$ cat config.mk
export PLATFORM = sky130hd
export DESIGN_NAME = fir_decim_out
export DESIGN_NICKNAME = d
export VERILOG_FILES = /design/src/rtl/fir_pkg.sv /design/src/rtl/fir_decim_out_fifo.sv /design/src/rtl/fir_decim_out.sv
export SDC_FILE = /design/constraint.sdc
export NUM_CORES = 1
export LEC_CHECK = 0
export ABC_AREA = 1
export CORE_MARGIN = 5
export CORE_UTILIZATION = 50
export DETAILED_ROUTE_END_ITERATION = 7
export PLACE_DENSITY = 0.72
export SLEW_MARGIN = 15
export SYNTH_ARGS = -nofsm -noshare
export SYNTH_HDL_FRONTEND = slang
export SYNTH_SLANG_ARGS = --single-unit
$ cat constraint.sdc
create_clock -name clk -period 2 [get_ports clk]
set_input_delay 0.3 -clock clk [delete_from_list [all_inputs] [get_ports clk]]
set_output_delay 0.3 -clock clk [all_outputs]
set_load 0.02 [all_outputs]
$ cat src/rtl/fir_pkg.sv
// Shared definitions for the FIR filter output stages.
//   FIR_DW / FIR_ODW : filter output width and stage output width (signed Q1.x)
//   dw_t / odw_t     : signed sample types at those widths
//   round_sat()      : half-up round then clamp a dw_t sample into odw_t
package fir_pkg;

    localparam int FIR_DW  = 10;
    localparam int FIR_ODW = 8;

    typedef logic signed [FIR_DW-1:0]  dw_t;
    typedef logic signed [FIR_ODW-1:0] odw_t;

    localparam int SH = FIR_DW - FIR_ODW;

    // One extra bit of headroom so the rounding add can never wrap.
    typedef logic signed [FIR_DW:0] ext_t;

    localparam ext_t RND  = ext_t'(1) <<< (SH - 1);
    localparam ext_t MAXV = (ext_t'(1) <<< (FIR_ODW - 1)) - ext_t'(1);
    localparam ext_t MINV = -(ext_t'(1) <<< (FIR_ODW - 1));

    // Adding half an output LSB before the arithmetic shift gives half-up
    // rounding: ties always move toward +inf.
    function automatic odw_t round_sat(dw_t x);
        ext_t t;
        t = ext_t'(x) + RND;
        t = t >>> SH;
        if (t > MAXV)
            t = MAXV;
        else if (t < MINV)
            t = MINV;
        return odw_t'(t[FIR_ODW-1:0]);
    endfunction

endpackage

$ cat src/rtl/fir_decim_out_fifo.sv
// sync_fifo: small synchronous FIFO with a registered head.
//   clk, rst_n      : clock, synchronous active-low reset
//   push, wdata     : write strobe and data (caller never pushes when full
//                     unless it also pops)
//   pop             : consume head (caller only pops when non-empty)
//   rdata           : registered head; holds its last value once drained
//   full, empty     : occupancy flags
//   level           : occupancy 0..DEPTH
module sync_fifo #(
    parameter int WIDTH = 8,
    parameter int DEPTH = 4
) (
    input  logic                       clk,
    input  logic                       rst_n,
    input  logic                       push,
    input  logic [WIDTH-1:0]           wdata,
    input  logic                       pop,
    output logic [WIDTH-1:0]           rdata,
    output logic                       full,
    output logic                       empty,
    output logic [$clog2(DEPTH):0]     level
);
    localparam int PW = $clog2(DEPTH);
    localparam int LW = PW + 1;

    logic [DEPTH-1:0][WIDTH-1:0] mem;
    logic [PW-1:0]               wr_ptr;
    logic [PW-1:0]               rd_ptr;
    logic [PW-1:0]               rd_nxt;

    assign full   = (level == LW'(DEPTH));
    assign empty  = (level == '0);
    assign rd_nxt = pop ? rd_ptr + PW'(1) : rd_ptr;

    always_ff @(posedge clk) begin
        if (push)
            mem[wr_ptr] <= wdata;
    end

    always_ff @(posedge clk) begin
        if (!rst_n) begin
            wr_ptr <= '0;
            rd_ptr <= '0;
            level  <= '0;
            rdata  <= '0;
        end else begin
            if (push)
                wr_ptr <= wr_ptr + PW'(1);
            rd_ptr <= rd_nxt;
            if (push && !pop)
                level <= level + LW'(1);
            else if (pop && !push)
                level <= level - LW'(1);
            // The head register always tracks the entry at the post-op read
            // pointer. If that slot is the one being written this cycle, the
            // memory is not yet updated, so take the incoming data directly.
            if (push && rd_nxt == wr_ptr)
                rdata <= wdata;
            else if (pop && level > LW'(1))
                rdata <= mem[rd_nxt];
        end
    end

endmodule

$ cat src/rtl/fir_decim_out.sv
// fir_decim_out: decimating output stage behind the FIR filter.
// Keeps one strobed sample in every DECIM (the one at index PHASE), rounds
// and saturates it to ODW bits, and buffers it for a valid/ready consumer.
//   clk, rst_n         : clock, synchronous active-low reset
//   in_vld, in_data    : filter output strobe and signed sample
//   out_vld, out_rdy   : FIFO non-empty / consumer accept
//   out_data           : head-of-FIFO sample, signed
//   level              : FIFO occupancy 0..DEPTH
//   ovf, clr_ovf       : sticky "kept sample dropped" flag and its clear
module fir_decim_out
    import fir_pkg::*;
#(
    parameter int DW    = FIR_DW,
    parameter int ODW   = FIR_ODW,
    parameter int DECIM = 4,
    parameter int PHASE = 0,
    parameter int DEPTH = 4
) (
    input  logic                   clk,
    input  logic                   rst_n,
    input  logic                   in_vld,
    input  logic [DW-1:0]          in_data,
    output logic                   out_vld,
    input  logic                   out_rdy,
    output logic [ODW-1:0]         out_data,
    output logic [$clog2(DEPTH):0] level,
    output logic                   ovf,
    input  logic                   clr_ovf
);
    // The rounding helper is shared with other stages at the package widths.
    if (DW != FIR_DW || ODW != FIR_ODW) begin : g_width_chk
        $error("fir_decim_out: DW/ODW must match fir_pkg widths");
    end
    if (DECIM < 1 || PHASE < 0 || PHASE >= DECIM) begin : g_phase_chk
        $error("fir_decim_out: PHASE must lie in 0..DECIM-1");
    end
    if (DEPTH < 2 || (DEPTH & (DEPTH - 1)) != 0) begin : g_depth_chk
        $error("fir_decim_out: DEPTH must be a power of two >= 2");
    end

    // A one-bit counter that never leaves 0 covers DECIM=1.
    localparam int CW = (DECIM > 1) ? $clog2(DECIM) : 1;
    localparam logic [CW-1:0] LAST = CW'(DECIM - 1);
    localparam logic [CW-1:0] PH   = CW'(PHASE);

    logic [CW-1:0] cnt;
    logic          keep;
    logic          pop;
    logic          push;
    logic          drop;
    logic          full;
    logic          empty;
    odw_t          rs;

    assign keep    = in_vld && (cnt == PH);
    assign pop     = out_vld && out_rdy;
    assign push    = keep && (!full || pop);
    assign drop    = keep && full && !pop;
    assign rs      = round_sat(dw_t'(in_data));
    assign out_vld = !empty;

    always_ff @(posedge clk) begin
        if (!rst_n)
            cnt <= '0;
        else if (in_vld)
            cnt <= (cnt == LAST) ? '0 : cnt + CW'(1);
    end

    // A drop in the same cycle as a clear wins, so no drop goes unreported.
    always_ff @(posedge clk) begin
        if (!rst_n)
            ovf <= 1'b0;
        else if (drop)
            ovf <= 1'b1;
        else if (clr_ovf)
            ovf <= 1'b0;
    end

    sync_fifo #(
        .WIDTH (ODW),
        .DEPTH (DEPTH)
    ) u_fifo (
        .clk   (clk),
        .rst_n (rst_n),
        .push  (push),
        .wdata (rs),
        .pop   (pop),
        .rdata (out_data),
        .full  (full),
        .empty (empty),
        .level (level)
    );

endmodule

==> results.md <==
* Status: completed
* Final Setup Violations at 0
* Final wirelength at around 5 mm
* RD Place Congestion at between 0.7 and 0.8
* Skew final at 0.00411 ns
* Crit path max fanout at 7
* Maximum root-to-sink buffer count at 2
* Gr ovfl total at 0
* Flops & latches, synth at 50
* HP Class: reg2reg
* Die area at about 6800 um^2
* Fillers at 437
* Total global-route track usage at 16.4%
* I/O Pins at 28
* Total CTS buffers at 5
* Hold Vio Cnt, Final at 0
* CP required at ~2.3 ns
* Clock Pin Slew Worst Setup and Hold Paths at approximately 0.10 ns
* Initial Utilization at between 50% and 60%
* Mapped Nets at ~340
* Max-cap violations at 0
* DR iter-0 viols at about 130
* Dpl ws at -0.205 ns
* PortBufs at 26
* Via density at approximately 4.7
* Share of layout cells above drive strength 1 at between 15 and 20%
* Period utilization at between 90% and 100%
* Die Span X at just over 80 um
* Setup crit end kind: flop
* Pins over their slew limit at 0
* Post-DP Area at ~3200 um^2
* Vias in the first global route at just under 2,000
* CTS tree: done
* Die Y at between 80 and 90 um
* Antenna cells at 0
* Core Box Area at around 5100 um^2
* Seq/Total Area, Yosys at approximately half
* Pwr dens at 1190 nW/um^2
* Leakage at roughly 1.5 nW
* Final HPWL DP at roughly 3.9 mm
* Area of the multi-input gates at roughly 1100 um^2
* RR Startpoint: u_fifo.level[1]
* Total Power at around 3.9 mW
* Synth Cell Area at roughly 2600 um^2
* Critical Path AT at roughly 2.1 ns
* Most frequent cells in the layout: nand2_1, inv_1, nand3_1, edfxtp_1, buf_4
* Area growth syn-to-layout at 25.2%
* HP Start: ovf
* DR DRC count at 0
* Highest Clock Rate at roughly 0.55 GHz
* Maximum vdd drop at approximately 510 uV
* Startpoint class of the critical path: primary input
* Initial antenna violation count at 0
* Origin of the worst setup path: in_data[1]
* Worst Tran Pin Value at between 0.2 and 0.3 ns
* Clk_lat worst skew at a little over 0.3 ns
* FF/Latch Area at 1320 um^2
* Tmin final at roughly 1.8 ns
* Initial DRT Pass Iterations at 4
* Post-DRT Antenna Nets at 0
* Most common cell after layout, fill and taps aside: nand2_1
* Final nets at slightly below 400
* Hold-fix buffers, CTS at 0
* Via count at slightly above 2,000
* Largest net degree at the start of global routing at 19
* Htree depth at 2
* Fin cells at approximately 440
* Placed cell count at roughly 430
* Worst setup margin at approximately 0.17 ns
* Avg WL per Cell at about 11 um
* Site row count at 26
* First-pass GRT wire length at ~8.5 mm
* Root Driver: clkbuf_8
* Setup Buffers After CTS at 0
* Relative slew slack at ~81%
* Post-synthesis cell count at 313
* Critical path class: in2reg
* Post-synth cell types at 23
* Sink Count at 50
* Mapped Avg Cell Area at ~8.4 um^2
* Synth warn at 0
* Final Instance Area at 3300 um^2
[flip-flops by register name (all words and copies together), names as in the netlist]
name           count
u_fifo.rdata       8
u_fifo.rd_ptr      2
u_fifo.mem        32
cnt                2
ovf                1
u_fifo.level       3
u_fifo.wr_ptr      2
[cell type report]
cell class / count / area share (%)
flip-flops and latches: 50 / 40.0
clock buffers: 5 / 2.08
well taps: 70 / 2.65
multi-input cells: 204 / 33.3
inverters: 53 / 6.10
repair buffers: 56 / 15.0
clock inverters: 3 / 0.833
[critical path: stages]
cell and delay, ns:
clkdlybuf4s50_1 0.48, ha_1 0.17, nand2_1 0.06, nor2_1 0.16
buf_4 0.14, a21oi_1 0.05, nor2_1 0.11, nand2_2 0.12
nand2_1 0.20, nand3_1 0.10, nand2_1 0.07, nor2_1 0.04
nor2_1 0.08
[path summary, 6_finish.rpt]
| path | end | slack, ns | cells after the start |
|---|---|---|---|
| hold / removal | ovf | 0.48 | 2 |
| setup reg to reg | u_fifo.rdata[3] | 0.20 | 15 |
| setup / recovery | u_fifo.rdata[6] | 0.17 | 13 |
| hold reg to reg | ovf | 0.48 | 2 |
[cell usage after synthesis]
cell type,count,area [um^2]
nand2_2,5,31.3
o21ai_0,12,60.1
a21oi_2,2,17.5
a21oi_1,9,45.0
edfxtp_1,32,961
nor2_4,2,22.5
nand4_1,1,6.26
nand2_4,4,45.0
buf_6,1,11.3
inv_1,51,191
xnor2_1,3,26.3
nand3_2,2,20.0
nor3_1,1,5.00
nor2_1,24,90.1
nand3b_1,2,15.0
inv_2,1,3.75
ha_1,11,138
inv_4,1,6.26
nand3_1,51,255
xor2_1,4,35.0
buf_2,5,25.0
dfxtp_1,18,360
nand2_1,71,267
[cell families (layout without fill, tap and decap cells)]
| logic type | count (synthesis) | after routing | share of synthesized area [%] |
|---|---|---|---|
| AND/OR/NAND/NOR | 163 | 163 | 28.7 |
| adder cells (fa/ha/maj) | 11 | 11 | 5.22 |
| XOR/XNOR | 7 | 7 | 2.32 |
| buffers and inverters | 59 | 117 | 9.01 |
| AO/OA/AOI/OAI | 23 | 23 | 4.65 |
| flip-flops | 50 | 50 | 50.1 |
[routing by layer]
layer / track usage [%] / wire [um]
met5: 0 / 0
met1: 19.7 / 2240
met4: 5.39 / 79
met2: 29.6 / 2450
met3: 2.93 / 229
[stage by stage]
step                util, %  setup TNS (ns)  hold WS (ns)
global placement       62.4          -0.656         0.451
floorplan                 -               0         0.438
finish                 64.7               0         0.477
detailed placement     62.4           -3.98         0.466
global route           64.7         -0.0159         0.492
CTS                    64.3               0         0.480
[where the power goes]
part	total [mW]	switching (mW)	internal, mW
combinational	1.95	1.14	0.819
sequential	1.35	0.0838	1.26
clock	0.622	0.362	0.259
total	3.92	1.58	2.34
[repair_timing]
item,in CTS,in global routing
endpoints found under the hold margin,0,0
resized for setup,1,8
endpoints found under the setup margin,1,11
Note: power is estimated with default switching activity, not from simulation.
